### config.mk
export PLATFORM = sky130hd
export DESIGN_NAME = aes_mix_columns
export DESIGN_NICKNAME = d
export VERILOG_FILES = /design/src/rtl/aes_pkg.sv /design/src/rtl/aes_mix_single_column.sv /design/src/rtl/aes_mix_columns.sv
export SDC_FILE = /design/constraint.sdc
export NUM_CORES = 1
export LEC_CHECK = 0
export BUFFER_PORTS_ARGS = -buffer_cell sky130_fd_sc_hd__buf_2
export CAP_MARGIN = 20
export CELL_PAD_IN_SITES_DETAIL_PLACEMENT = 0
export CELL_PAD_IN_SITES_GLOBAL_PLACEMENT = 2
export CORE_AREA = 2 2 155 157
export DETAILED_ROUTE_END_ITERATION = 16
export DIE_AREA = 0 0 157 159
export PLACE_DENSITY_LB_ADDON = 0.1
export SLEW_MARGIN = 20
export SYNTH_ARGS = -nofsm -noshare
export SYNTH_HDL_FRONTEND = slang
export SYNTH_SLANG_ARGS = --single-unit
### constraint.sdc
create_clock -name clk -period 4.35 [get_ports clk]
set_input_delay 0.6525 -clock clk [delete_from_list [all_inputs] [get_ports clk]]
set_output_delay 0.6525 -clock clk [all_outputs]
set_load 0.05 [all_outputs]
### src/rtl/aes_pkg.sv
// aes_pkg: shared AES types, field polynomial and xtime helper
package aes_pkg;
  localparam logic [7:0] AES_POLY = 8'h1B;
  typedef logic [7:0] byte_t;
  typedef logic [31:0] word_t;
  typedef logic [127:0] state_t;
  function automatic byte_t xtime(input byte_t x);
    return {x[6:0], 1'b0} ^ (x[7] ? AES_POLY : 8'h00);
  endfunction
endpackage

### src/rtl/aes_mix_single_column.sv
// aes_mix_single_column: combinational MixColumns on one 32-bit column (col_in -> col_out, row 0 in top byte)
module aes_mix_single_column
  import aes_pkg::*;
(
  input  logic [31:0] col_in,
  output logic [31:0] col_out
);
  byte_t a0, a1, a2, a3;
  byte_t x0, x1, x2, x3;
  assign {a0, a1, a2, a3} = col_in;
  assign x0 = xtime(a0);
  assign x1 = xtime(a1);
  assign x2 = xtime(a2);
  assign x3 = xtime(a3);
  assign col_out = {x0 ^ x1 ^ a1 ^ a2 ^ a3,
                    a0 ^ x1 ^ x2 ^ a2 ^ a3,
                    a0 ^ a1 ^ x2 ^ x3 ^ a3,
                    x0 ^ a0 ^ a1 ^ a2 ^ x3};
endmodule

### src/rtl/aes_mix_columns.sv
// aes_mix_columns: registered AES MixColumns (clk, rst, in_valid, state_in -> out_valid, state_out)
module aes_mix_columns
  import aes_pkg::*;
(
  input  logic         clk,
  input  logic         rst,
  input  logic         in_valid,
  input  logic [127:0] state_in,
  output logic         out_valid,
  output logic [127:0] state_out
);
  state_t mixed;
  for (genvar c = 0; c < 4; c++) begin : g_col
    aes_mix_single_column u_col (
      .col_in (state_in[127-32*c -: 32]),
      .col_out(mixed[127-32*c -: 32])
    );
  end
  always_ff @(posedge clk or posedge rst)
    if (rst) begin
      state_out <= '0;
      out_valid <= 1'b0;
    end else begin
      state_out <= mixed;
      out_valid <= in_valid;
    end
endmodule

### After elaboration in Yosys (flattened, before gate mapping)

Index checks and enable logic that the tools add are counted.

| storage, ports and cells | value |
|---|---|
| register bits | 129 |
| bits in read-only memories | 0 |
| input port bits | 131 |
| output and inout port bits | 129 |
| bits in latches | 0 |
| word-level logic and storage cells | 98 |
| memories kept | 0 |
| memory bits (writable) | 0 |

| cells by class | value |
|---|---|
| divide/modulo/power cells | 0 |
| reduce and logical (&&, ||, !) cells | 0 |
| order comparisons | 0 |
| muxes and demuxes | 16 |
| $mul | 0 |
| shift operators | 0 |
| add/sub/neg operators | 0 |
| eq/ne operators | 0 |
| bitwise gates (word level) | 80 |

Operators with widths:

| operator | count |
|---|---|
| $xor A8 B8 Y8 | 80 |
| $mux W5 | 16 |

### Logic depth before layout (Yosys ltp)

Gate-level depths: netlist of run 1.

| depth | value |
|---|---|
| word-level depth | 6 |
| gate-level depth with buffers | 3 |

### Cells and area by module

A second synthesis of run 1 with hierarchy kept.

| second synthesis, totals | value |
|---|---|
| cells, all modules | 470 |
| area, all modules | 8531.9 sq um |

By module, submodules not included:

| module | instances | area each (sq um) | cells an instance | sequential area each (sq um) |
|---|---|---|---|---|
| aes_mix_single_column | 4 | 1325.0 | 85 | 0.0 |
| aes_mix_columns | 1 | 3231.8 | 130 | 3228.1 |

### Least setup slack after synthesis of run 1

OpenSTA, ideal clock, no wires.

| timing | value |
|---|---|
| kind | input-to-reg |
| start | in state_in[95] |
| end | reg state_out[67] |
| setup time | 134 ps |
| path buffers | 1 |
| stages | 3 |
| arrival | 1539 ps |
| slack | 2677 ps |
| data required time | 4216 ps |
| cells stage by stage | buf_4 -> xnor3_1 -> xnor3_1 |

| between the ends | value |
|---|---|
| longest elaborated chain between the ends | 6 |

Ends and longest elaborated chain:

| item | RTL line | RTL |
|---|---|---|
| start, declared | aes_mix_columns.sv:8 | `input logic [127:0] state_in,` |
| $mux W5 | aes_pkg.sv:8 | `return {x[6:0], 1'b0} ^ (x[7] ? AES_POLY : 8'h00);` |
| $xor A8 B8 Y8 | aes_pkg.sv:8 |  |
| $xor A8 B8 Y8 (4 in a row) | aes_mix_single_column.sv:18 | `x0 ^ a0 ^ a1 ^ a2 ^ x3};` |
| net g_col[1].u_col.col_out[3] | aes_mix_single_column.sv:6 | `output logic [31:0] col_out` |
| end signal, assigned | aes_mix_columns.sv:24 | `state_out <= mixed;` |
| end, declared | aes_mix_columns.sv:10 | `output logic [127:0] state_out` |

The timed path passes the listed nets, and every way through them passes these cells.

### Worst setup path after layout of run 1

| timing | value |
|---|---|
| start | reg state_out[102] |
| end | out state_out[102] |

No word-level cell between the ends.

==> results of run 1 <==
-- power groups by stage --
stage               registers (uW)  clock network [uW]  logic [uW]
floorplan                     2930                   0         842
global placement              1670                   0        2740
detailed placement            1660                   0        2760
CTS                           1650                1470        2760
global route                  1680                1530        2850
finish                        1640                1420        2730
-- worst max path at each step --
stage | slack, ps | end | cells past startpoint
after detailed placement | 2480 | state_out[99] | 3
after CTS | 2640 | state_out[81] | 1
after floorplan | 260 | out_valid | 1
after global routing | 2610 | state_out[102] | 1
final | 2660 | state_out[102] | 1
after global placement | 2530 | state_out[99] | 3
-- registers in the layout, summed over array words and instances (netlist names) --
| name | count |
|---|---|
| state_out | 128 |
| out_valid | 1 |
-- per-stage QoR --
step	setup WS (ps)	hold WS, ps	power, uW
floorplan	257	684	3770
global placement	2530	768	4410
detailed placement	2480	772	4420
CTS	2640	335	5890
global route	2610	336	6050
finish	2660	359	5790
-- logic make-up after synthesis --
| group | after synthesis | share of synthesized area (%) |
|---|---|---|
| buffers and inverters | 25 | 1.59 |
| DFF | 129 | 38.1 |
| xor gates and xnor gates | 309 | 60.3 |
-- layout by cell type, fill, tap and decap left out --
| master | Yosys | layout |
|---|---|---|
| sky130_fd_sc_hd__clkbuf_16 | 0 | 17 |
| sky130_fd_sc_hd__xor3_4 | 1 | 1 |
| sky130_fd_sc_hd__xnor3_1 | 127 | 127 |
| sky130_fd_sc_hd__bufinv_16 | 0 | 2 |
| sky130_fd_sc_hd__clkbuf_8 | 0 | 5 |
| sky130_fd_sc_hd__inv_6 | 0 | 1 |
| sky130_fd_sc_hd__buf_2 | 15 | 259 |
| sky130_fd_sc_hd__buf_4 | 2 | 2 |
| sky130_fd_sc_hd__xor3_1 | 39 | 39 |
| sky130_fd_sc_hd__xor2_2 | 1 | 1 |
| sky130_fd_sc_hd__dfrtp_1 | 129 | 129 |
| sky130_fd_sc_hd__xnor2_2 | 3 | 3 |
| sky130_fd_sc_hd__xnor3_2 | 2 | 2 |
| sky130_fd_sc_hd__xor2_1 | 59 | 59 |
| sky130_fd_sc_hd__xnor2_1 | 77 | 77 |
| sky130_fd_sc_hd__clkinvlp_4 | 0 | 2 |
| sky130_fd_sc_hd__clkbuf_1 | 5 | 3 |
-- cell type report --
cell class / count / share of cell area (%)
well taps: 319 / 3.75
flip-flops and latches: 129 / 30.3
clock buffers: 25 / 4.75
inverters: 1 / 0.0823
clock inverters: 4 / 0.705
multi-input cells: 309 / 48.1
repair buffers: 261 / 12.3
-- routing by layer --
layer | part of all wire [%] | wire, microns | vias up | global-route usage, %
met4 | 1.4 | 278 | 4 | 4.84
li1 | - | - | 2062 | -
met3 | 6.9 | 1320 | 26 | 4.63
met5 | 0.12 | 24 | - | 0
met2 | 49 | 9430 | 159 | 26.3
met1 | 42 | 8160 | 2281 | 19.9
==> results.md, run 1 <==
| Stage | Result | Reported |
|:---|:---|:---|
| setup path | Crit path max fanout | 1 |
| die | Die height | 159 microns |
| synthesis | Post-synthesis async set-or-reset flop share | 100% |
| layout | Area occupied by multi-input gates | 0.00512 sq mm |
| synthesis | Post-Synthesis Cells | 463 |
| setup path | Beginning of the critical path | state_out[102] |
| global route | Largest net degree at the start of global routing | 87 |
| setup path | Crit-path leading delay family | flip-flops |
| sta | Max-slew headroom | 45.5% |
| power | Sequential cell fraction of total power | 28.3% |
| run | Total of max-cap violations | 0 |
| placement | IO Port Bufs | 259 |
| hold path | Start point of the worst min-delay path | in_valid |
| die | Die X-Extent | 157 microns |
| drt | Vias/cell | 4.32 |
| layout | Non-filler cells in the finished layout | 1048 |
| sta | Upper clock frequency limit | 591 MHz |
| drt | Iter 0 DRT Violations | 145 |
| placement | Half-perimeter wire length after placement | 15000 microns |
| power | Cell internal pwr | 3370 uW |
| synthesis | Number of nets in the synthesized netlist | 594 |
| sta | Count of final hold-check violations | 0 |
| synthesis | Mapped cell area | 0.00848 sq mm |
| power | Net switching power | 2430 uW |
| layout | Fin nets | 850 |
| drt | Number of vias after detailed routing | 4532 |
| cts | # Post-CTS Setup Buffers | 0 |
| sta | RSZ-0062 raised after global routing | no |
| synthesis | Distinct cells, synth | 14 |
| synthesis | Dominant cell by count in the synthesized netlist | sky130_fd_sc_hd__dfrtp_1 |
| global route | GR Overflow Total | 0 |
| synthesis | Top post-synthesis cells by count | sky130_fd_sc_hd__dfrtp_1 (129), sky130_fd_sc_hd__xnor3_1 (127), sky130_fd_sc_hd__xnor2_1 (77) |
| setup path | Worst Setup End Kind | output pin |
| setup path | Data arrival time at the worst-slack endpoint | 1040 ps |
| hold path | Worst Hold Depth | 1 |
| cts | Clk pin slew, worst setup/hold paths | 50 ps |
| global route | Antenna violations before repair | 2 |
| drt | Post-route ant nets | 0 |
| layout | Layout cell share with drive strength beyond 1 | 40.5% |
| hold path | Min-Delay Endpoint | out_valid |
| die | Starting utilization of the core area | 36.6% |
| power | Combinational share of power | 47.1% |
| die | Full die area | 0.0250 sq mm |
| synthesis | Top post-synthesis cells by area | sky130_fd_sc_hd__dfrtp_1 (38%), sky130_fd_sc_hd__xnor3_1 (34%), sky130_fd_sc_hd__xor3_1 (11%), sky130_fd_sc_hd__xnor2_1 (8.0%), sky130_fd_sc_hd__xor2_1 (6.1%) |
| layout | Signed area change from the synthesized netlist to the final layout | 25.5% |
| layout | Antenna Cells | 0 |
| sta | Number of pins exceeding their max-slew limit in the final report | 0 |
| placement | Last weighted congestion value of the routability-driven placer | 0.758 |
| placement | Post-place instance area | 0.0101 sq mm |
| synthesis | Share of the synthesized area in the top cell type | 38.1% |
| synthesis | Proportion of synthesized chip area in sequential cells | 38.1% |
| global route | Via count of the first global-routing pass | 5125 |
| run status | Status | finished clean |
| sta | Final critical-path required period | 1690 ps |
| cts | Number of gates resized after CTS | 0 |
| drt | Routed length per instance | 18.3 microns |
| setup path | Kind of launch point of the worst setup path | register |
| layout | Final design area excluding fillers | 0.0106 sq mm |
| placement | # placed instances | 1019 |
| power | Switching portion of total power | 41.9% |
| cts | Root buffer cell | sky130_fd_sc_hd__clkbuf_16 |
| layout | Layout Utilization | 45.9% |
| setup path | Maximum single-stage delay on the critical path | 360 ps |
| synthesis | Count of synthesis-stage warnings from yosys | 0 |
| die | FP Rows | 56 |
| cts | Number of CTS-inserted buffers | 17 |
| sta | Setup violations, final | 0 |
| synthesis | Number of enable flip-flop cells after synthesis | 0 |
| synthesis | Number of register bits inferred by synthesis | 129 |
| cts | Number of clock sinks | 129 |
| sta | TNS Setup | 0 ps |
| synthesis | Post-Synthesis Mean Instance Area | 18.3 sq um |
| hold path | Hold/Removal Path Class | input pin to register |
| power | Ratio of total power to cell area | 544 mW/mm^2 |
| cts | Total number of H-tree levels | 4 |
| drt | Count of unresolved DRC violations after routing | 0 |
| global route | Total routing resource utilization after global routing | 15.8% |
| setup path | Type of the setup path with the least slack | register to output pin |
| setup path | Chain of cells forming the critical path | buf_2 |
| cts | TritonCTS clock tree | built |
| setup path | Critical Path RT | 3700 ps |
| setup path | CP max-delay cell | sky130_fd_sc_hd__dfrtp_1 |
| drt | First-pass iteration count of the detailed router | 4 |
| sta | Slew @ Worst Pin | 818 ps |
| drt | Final wirelength | 19200 microns |
| synthesis | Top cell type by total area after synthesis | sky130_fd_sc_hd__dfrtp_1 |
| power | Worst VDD drop | 295 uV |
| sta | Post-route clock period utilization | 38.9% |
| synthesis | Primary flip-flop cell chosen by synthesis mapping | sky130_fd_sc_hd__dfrtp_1 |
| layout | Fill cell total of the finished layout | 2103 |
| die | Floorplan core area | 0.0232 sq mm |
| setup path | Buf+Inv Stages, Crit Path | 1 |
| cts | Buffers from clock root to sink, at most | 2 |
| power | Static leakage | 0.00588 uW |
| global route | Global-route wire length before repair | 29300 microns |
| cts | Number of hold buffers added after cts | 0 |
| die | Top-Level Pins | 260 |
| layout | Combined flip-flop and latch cell area | 0.00323 sq mm |
| power | Clock network fraction of design power | 24.5% |
Power figures use the tool's default switching activity.
==> inputs of run 2 (changes only) <==
clock period = 1.74 ns   (was 4.35 ns; I/O delays follow)
==> run 2 against run 1 <==
Against the previous run: via count increased by 0.40%; clock-buffer cell count decreased by 5; non-clock buffer count increased by 4; die area unchanged; wire length decreased by 0.97%; utilization increased by 0.28 points; combinational power increased to 2.5 times the previous value; sequential share of layout area decreased by 0.18 points; sequential power increased to 2.5 times the previous value; global-route usage decreased by 0.087 points; largest power group unchanged; critical endpoint is now state_out[67].
==> results.md, run 2 (synthesized netlist as in run 1, its figures left out) <==
| Stage | Result | Reported |
|:---|:---|:---|
| run status | Status | finished clean |
| cts | Total number of H-tree levels | 4 |
| layout | Register with the most flip-flops | state_out |
| global route | Antenna violations before repair | 0 |
| die | Top-Level Pins | 260 |
| setup path | Buf+Inv Stages, Crit Path | 1 |
| power | Ratio of total power to cell area | 1350 mW/mm^2 |
| die | Full die area | 0.0250 sq mm |
| layout | Most frequent cells in the layout | sky130_fd_sc_hd__buf_2 (259), sky130_fd_sc_hd__dfrtp_1 (129), sky130_fd_sc_hd__xnor3_1 (127) |
| setup path | Data arrival time at the worst-slack endpoint | 1040 ps |
| cts | Root buffer cell | sky130_fd_sc_hd__clkbuf_16 |
| placement | IO Port Bufs | 259 |
| drt | Number of vias after detailed routing | 4550 |
| global route | Total routing resource utilization after global routing | 15.7% |
| layout | Signed area change from the synthesized netlist to the final layout | 26.3% |
| power | Worst VDD drop | 560 uV |
| die | Starting utilization of the core area | 36.6% |
| setup path | Maximum single-stage delay on the critical path | 360 ps |
| layout | Layout Utilization | 46.2% |
| global route | Global-route wire length before repair | 29500 microns |
| die | Die X-Extent | 157 microns |
| global route | Largest net degree at the start of global routing | 54 |
| setup path | Worst Setup End Kind | output pin |
| global route | GR Overflow Total | 0 |
| drt | Routed length per instance | 18.0 microns |
| cts | Buffers from clock root to sink, at most | 2 |
| sta | PnR worst setup slack | 444 ps |
| drt | Post-route ant nets | 0 |
| drt | Met2 wire len | 9250 microns |
| placement | # placed instances | 1021 |
| cts | Number of clock sinks | 129 |
| sta | Setup violations, final | 0 |
| drt | Detailed-routed wire length on met3 | 1320 microns |
| setup path | CP max-delay cell | sky130_fd_sc_hd__dfrtp_1 |
| sta | Upper clock frequency limit | 771 MHz |
| sta | Worst hold slack | 203 ps |
| hold path | Worst Hold Depth | 2 |
| drt | First-pass iteration count of the detailed router | 4 |
| drt | Vias/cell | 4.31 |
| run | Total of max-cap violations | 0 |
| sta | TNS Setup | 0 ps |
| power | Static leakage | 0.00591 uW |
| cts | Number of CTS-inserted buffers | 17 |
| global route | Via count of the first global-routing pass | 5223 |
| sta | Count of final hold-check violations | 0 |
| drt | Iter 0 DRT Violations | 106 |
| sta | Number of pins exceeding their max-slew limit in the final report | 0 |
| die | Floorplan core area | 0.0232 sq mm |
| drt | Final wirelength | 19000 microns |
| setup path | Type of the setup path with the least slack | register to output pin |
| cts | Number of gates resized after CTS | 0 |
| setup path | Crit path max fanout | 1 |
| setup path | Chain of cells forming the critical path | buf_2 |
| die | Die height | 159 microns |
| placement | Half-perimeter wire length after placement | 15100 microns |
| setup path | Crit-path leading delay family | flip-flops |
| cts | TritonCTS clock tree | built |
| setup path | Kind of launch point of the worst setup path | register |
| layout | Layout cell share with drive strength beyond 1 | 40.9% |
| placement | Last weighted congestion value of the routability-driven placer | 0.768 |
| drt | Top sig layer | met4 |
| sta | Max-slew headroom | 64.1% |
| setup path | Number of cells on the critical path | 1 |
| setup path | Critical Path RT | 1480 ps |
| drt | Met1 wire length | 8230 microns |
| sta | Post-route clock period utilization | 74.5% |
| layout | Number of flip-flops in the largest register | 128 |
| layout | Largest registers | state_out: 128 flops, out_valid: 1 flops |
| layout | Most common cell after layout, fill and taps aside | sky130_fd_sc_hd__buf_2 |
| die | FP Rows | 56 |
| layout | Fin nets | 854 |
| cts | Clk pin slew, worst setup/hold paths | 60 ps |
| sta | RSZ-0062 raised after global routing | no |
| sta | Slew @ Worst Pin | 538 ps |
| hold path | Hold/Removal Path Class | input pin to register |
| layout | Non-filler cells in the finished layout | 1055 |
| placement | Setup slack after placement | 248 ps |
| drt | Count of unresolved DRC violations after routing | 0 |
| sta | Final critical-path required period | 1300 ps |
-- run 2: through the flow --
step                      instance area [sq um]  total power [uW]
after global placement                    10100             11000
after floorplan                            8490              9430
after detailed placement                  10100             11100
after CTS                                 10700             14700
final                                     10700             14400
after global routing                      10700             15100
-- run 2: cell type report --
type	count	area, sq um
Inverter	1	7.51
Tap cell	319	399
Clock buffer	20	457
Fill cell	2126	12500
Timing Repair Buffer	265	1380
Clock inverter	10	113
Sequential cell	129	3230
Multi-Input combinational cell	309	5120
Antenna cell	2	5.00
-- run 2: what timing repair did --
| action | 4_1_cts | 5_1_grt |
|---|---|---|
| endpoints found under the hold margin | 18 | 0 |
| setup buffers | 0 | 0 |
| hold buffers | 2 | 0 |
-- run 2: path summary, 6_finish.rpt --
kind                                from        endpoint  slack [ps]
setup / recovery           state_out[67]   state_out[67]         440
hold / removal              state_in[85]   state_out[93]         200
max in group asynchronous            rst  state_out[110]         620
min in group asynchronous            rst       out_valid         450
-- run 2: power by group --
| group | leakage (uW) | internal (uW) | switching, uW | total [uW] |
|---|---|---|---|---|
| Sequential | 0.00150 | 3860 | 240 | 4100 |
| Combinational | 0.00413 | 2300 | 4560 | 6850 |
| Clock | 0.000278 | 2160 | 1330 | 3490 |
-- run 2: metal layers --
layer	up-vias	GRT usage (%)
met2	160	25.7
met4	0	4.42
met1	2296	20.4
met3	15	4.60
li1	2079	-
met5	-	0
